===== src/rtl/cbb_stream_packer.sv =====
// Valid/ready width up-converter: packs P_RATIO narrow beats into one wide word.
// A last marker closes the word early; keep flags which lanes hold beats.
module cbb_stream_packer #(
  parameter int P_IN_WIDTH = 16,
  parameter int P_RATIO    = 4,
  localparam int P_OUT_WIDTH = P_IN_WIDTH * P_RATIO
) (
  input  logic                   i_clk,
  input  logic                   i_rst,
  input  logic                   slv_i_valid,
  input  logic [P_IN_WIDTH-1:0]  slv_i_data,
  input  logic                   slv_i_last,
  output logic                   slv_o_ready,
  output logic                   mst_o_valid,
  output logic [P_OUT_WIDTH-1:0] mst_o_data,
  output logic [P_RATIO-1:0]     mst_o_keep,
  output logic                   mst_o_last,
  input  logic                   mst_i_ready
);

  localparam int CNT_W = $clog2(P_RATIO);
  localparam logic [CNT_W-1:0] LAST_LANE = CNT_W'(P_RATIO - 1);

  logic [CNT_W-1:0]       cnt;
  logic [P_OUT_WIDTH-1:0] acc_data;
  logic [P_RATIO-1:0]     acc_keep;
  logic [P_OUT_WIDTH-1:0] word_data;
  logic [P_RATIO-1:0]     word_keep;
  logic                   accept;
  logic                   close;
  logic                   drain;

  // Ready only looks at the output register and downstream ready.
  assign slv_o_ready = ~mst_o_valid | mst_i_ready;
  assign accept      = slv_i_valid & slv_o_ready;
  assign close       = accept & ((cnt == LAST_LANE) | slv_i_last);
  assign drain       = mst_o_valid & mst_i_ready;

  // Accumulator merged with the incoming beat in lane cnt.
  always_comb begin
    word_data = acc_data;
    word_keep = acc_keep;
    for (int k = 0; k < P_RATIO; k++) begin
      if (cnt == CNT_W'(k)) begin
        word_data[k*P_IN_WIDTH +: P_IN_WIDTH] = slv_i_data;
        word_keep[k] = 1'b1;
      end
    end
  end

  always_ff @(posedge i_clk) begin
    if (i_rst) begin
      cnt         <= '0;
      acc_data    <= '0;
      acc_keep    <= '0;
      mst_o_valid <= 1'b0;
      mst_o_data  <= '0;
      mst_o_keep  <= '0;
      mst_o_last  <= 1'b0;
    end else if (close) begin
      // Completed word goes straight to the output; covers drain-and-refill too.
      mst_o_valid <= 1'b1;
      mst_o_data  <= word_data;
      mst_o_keep  <= word_keep;
      mst_o_last  <= slv_i_last;
      acc_data    <= '0;
      acc_keep    <= '0;
      cnt         <= '0;
    end else begin
      if (accept) begin
        acc_data <= word_data;
        acc_keep <= word_keep;
        cnt      <= cnt + CNT_W'(1);
      end
      if (drain) begin
        mst_o_valid <= 1'b0;
      end
    end
  end

endmodule


===== config.mk =====
export PLATFORM = sky130hd
export DESIGN_NAME = cbb_stream_packer
export DESIGN_NICKNAME = d
export VERILOG_FILES = /design/src/rtl/cbb_stream_packer.sv
export SDC_FILE = /design/constraint.sdc
export NUM_CORES = 1
export LEC_CHECK = 0
export ABC_AREA = 1
export ABC_CLOCK_PERIOD_IN_PS = 1500
export BUFFER_PORTS_ARGS = -buffer_cell sky130_fd_sc_hd__buf_4
export CAP_MARGIN = 15
export CORE_ASPECT_RATIO = 0.5
export CORE_MARGIN = 8
export CORE_UTILIZATION = 40
export CTS_BUF_LIST = sky130_fd_sc_hd__clkbuf_4 sky130_fd_sc_hd__clkbuf_8
export CTS_CLUSTER_DIAMETER = 40
export CTS_CLUSTER_SIZE = 20
export DETAILED_ROUTE_END_ITERATION = 6
export PLACE_DENSITY_LB_ADDON = 0.08
export SYNTH_ARGS = -nofsm -noshare
export SYNTH_HDL_FRONTEND = slang
export SYNTH_SLANG_ARGS = --single-unit

===== constraint.sdc =====
create_clock -name i_clk -period 1.5 [get_ports i_clk]
set_input_delay 0.075 -clock i_clk [delete_from_list [all_inputs] [get_ports i_clk]]
set_output_delay 0.075 -clock i_clk [all_outputs]
set_load 0.01 [all_outputs]

==> metrics.md <==
| Metric | Value |
|---|---|
| Net Count, Synth | `just under 900` |
| Initial Utilization | `41.00%` |
| Synth-to-Final Area Change | `30.46%` |
| Pwr per Cell Area | `1102 nW/µm²` |
| Std cell rows | `31` |
| Netlist cell types | `15` |
| Detailed-route via count | `5673` |
| Setup Viol. Count Final | `0` |
| Total CTS buffers | `17` |
| I/O pins | `92` |
| Endpoint class of the critical path | `register` |
| Area of the core region | `14470 µm²` |
| Most common library cell in the layout ignoring fill and taps | `nand2_1` |
| Count of final hold-check violations | `0` |
| Shortest clock period the worst path allows after layout | `1448 ps` |
| Share of final-layout standard cells stronger than drive strength 1 | `18.89%` |
| Number of enable flip-flop cells after synthesis | `0` |
| RR Endpoint | `acc_data[56]` |
| Number of antenna-violating nets in the routed design | `0` |
| Post-placement cell count | `1122` |
| Crit Path Class | `register to register` |
| Number of slew-limit violations in the final report | `0` |
| Sequential cell area fraction in the yosys report | `47.25%` |
| Count of maximum capacitance violations | `0` |
| Logic depth of the worst register-to-register path | `8` |
| Final cell count without fillers | `1167` |
| Total standard cell area after synthesis | `5932 µm²` |
| Worst-case clock skew | `between 10 and 15 ps` |
| Relative contribution of the clock network to total power | `41.7%` |
| Largest net degree at the start of global routing | `60` |
| GRT Overall Usage | `17.16%` |
| Average footprint of a synthesized cell | `6.842 µm²` |
| End point of the critical path | `acc_data[56]` |
| FMAX | `0.6906 GHz` |
| CP Data Required Time | `1860 ps` |
| Final weighted congestion in routability-driven placement | `0.7251` |
| H-tree lvl count | `4` |
| Design Power | `8.525 mW` |
| Leak pwr | `3.577 nW` |
| Synth async-reset ratio | `0%` |
| Die width | `188.2 µm` |
| N_diodes | `0` |
| Clock tree from TritonCTS | `yes` |
| First-pass GRT wire length | `26.82 mm` |
| Final critical-path share of the clock period | `96.53%` |
| Internal cell power | `6.270 mW` |
| Clock net sink count | `140` |
| Top_reg_cell synth | `dfxtp_1` |
| Drt total wl | `17.77 mm` |
| Post-DP HPWL | `10.68 mm` |
| HP Class | `input port to register` |
| Total net switching power | `between 2 and 2.5 mW` |
| 1st-pass router iterations | `5` |
| Data arrival time of the critical path | `1800 ps` |
| Origin of the worst setup path | `cnt[0]` |
| Beginning of the worst register-to-register path | `cnt[0]` |
| Max transition margin | `69.47%` |
| Kind of launch point of the worst setup path | `register` |
| Peak ir drop on the vdd network | `around 0.00063 V` |
| Max Buffers Root-to-Sink | `2` |
| Total grt overflow | `0` |
| Number of port buffers | `91` |
| Post-DR vias/cell | `4.861` |
| CTS root buf | `clkbuf_8` |
| Count of state elements after synthesis | `140` |
| DRC Markers | `0` |
| Warnings from Yosys | `0` |
| Max FO, Critical Path | `10` |
| Routed wirelength normalized by instance count | `15.22 µm` |
| Sequential fraction of design power | `a little under half` |
| Clock insertion delay at the later pin of the skew report | `about 430 ps` |
| Antenna violations before repair | `0` |
| Commonest non-fill, non-tap cells in the layout | `365 x nand2_1, 138 x dfxtp_1, 115 x nand3_1` |
| Count of nets after finishing | `982` |
| Slew of the pin with the lowest slew margin | `between 400 and 500 ps` |
| Worst reg2reg setup slack | `around 52 ps` |
| Result of the run | `complete, no violations` |
| Height of the die | `just over 100 µm` |
| Vias in the first global route | `about 5100` |
| Net Sw Frac | `26.45%` |
| Count of routing violations after the opening detailed-route iteration | `457` |
| Area of the die | `19220 µm²` |
| Combinational Power Share | `12.8%` |
| Synthesized netlist cell count | `~870` |
| Clock transition at the register clock pins on the worst setup and hold paths after CTS | `90 ps` |
-- registers in the layout, indices dropped and copies added (netlist names) --
register	flops
acc_data	64
mst_o_valid	1
mst_o_keep	4
mst_o_data	64
cnt	2
mst_o_last	1
acc_keep	4
-- Yosys cell counts (2+ instances only) --
cell / instances / area (µm²)
nand2_1: 368 / 1381
dfxtp_1: 140 / 2803
nand3_1: 115 / 575.6
a21oi_1: 72 / 360.4
inv_1: 54 / 202.7
buf_2: 30 / 150.1
o21ai_0: 29 / 145.1
nor2_1: 18 / 67.56
clkbuf_1: 14 / 52.55
buf_4: 11 / 82.58
buf_1: 6 / 22.52
ha_1: 4 / 50.05
inv_2: 3 / 11.26
a21oi_2: 2 / 17.52
-- kinds of logic (layout without fill, tap and decap cells) --
kind of cell,Yosys count,count (layout),synth area share [%]
fa+ha+maj,4,4,0.8437
buf+inv,118,220,8.795
simple gates,502,502,34.30
compound gates,103,103,8.817
flops,140,140,47.25
-- per-stage QoR --
stage	TNS, ps	util, %	hold slack, ps	setup WS, ps	instance area [µm²]
after global routing	-57.23	53.49	34.29	-12.84	7739
after CTS	0	51.38	19.55	16.69	7433
after detailed placement	0	48.06	376.3	27.10	6953
after floorplan	0	-	144.1	53.50	5932
final	0	53.49	36.99	52.04	7739
after global placement	0	48.06	360.7	66.99	6953
-- worst min-delay path by stage --
stage | start | end | slack (ps) | depth (start not counted)
floorplan | i_rst | mst_o_last | 140 | 1
global placement | slv_i_last | mst_o_last | 360 | 3
detailed placement | slv_i_last | mst_o_last | 380 | 3
CTS | slv_i_data[9] | mst_o_data[25] | 20 | 5
global route | slv_i_data[5] | mst_o_data[37] | 30 | 5
finish | slv_i_data[9] | mst_o_data[25] | 40 | 5
-- cell type report --
class / instances / area [µm²]
flip-flops and latches: 140 / 2805
clock inverters: 13 / 214.0
inverters: 57 / 216.5
repair buffers: 132 / 1321
well taps: 198 / 247.7
fillers: 1451 / 6729
multi-input cells: 609 / 2693
clock buffers: 18 / 241.5
-- metal layers --
metal	track usage (%)	wire, µm
met1	23.31	9133
met2	27.02	7592
met3	4.292	926
met4	4.272	114
met5	0	0
-- critical path, stage by stage (launching register included) --
cell and delay, ps:
dfxtp_2 340, ha_2 200, inv_4 80, nand2_4 60, nand3_4 90, buf_12 160, nand2_8 110, clkbuf_16 190
a21oi_1 120
-- power groups by stage --
stage / Combinational, mW / Sequential (mW) / Clock (mW)
after floorplan: 0.532 / 3.99 / 0
after global placement: 0.966 / 3.97 / 0
after detailed placement: 0.972 / 3.97 / 0
after CTS: 0.981 / 3.88 / 3.62
after global routing: 1.20 / 3.90 / 3.82
final: 1.09 / 3.88 / 3.55
-- what timing repair did --
item                       CTS  global route
setup endpoints to repair    1           136
pin swaps                    0             2
hold endpoints to repair    12             0
buffers inserted             0             2
gates resized for setup      1            21
hold buffers                 2             0
cloned                       0            10
No activity file was read; power rests on OpenSTA's default activity.
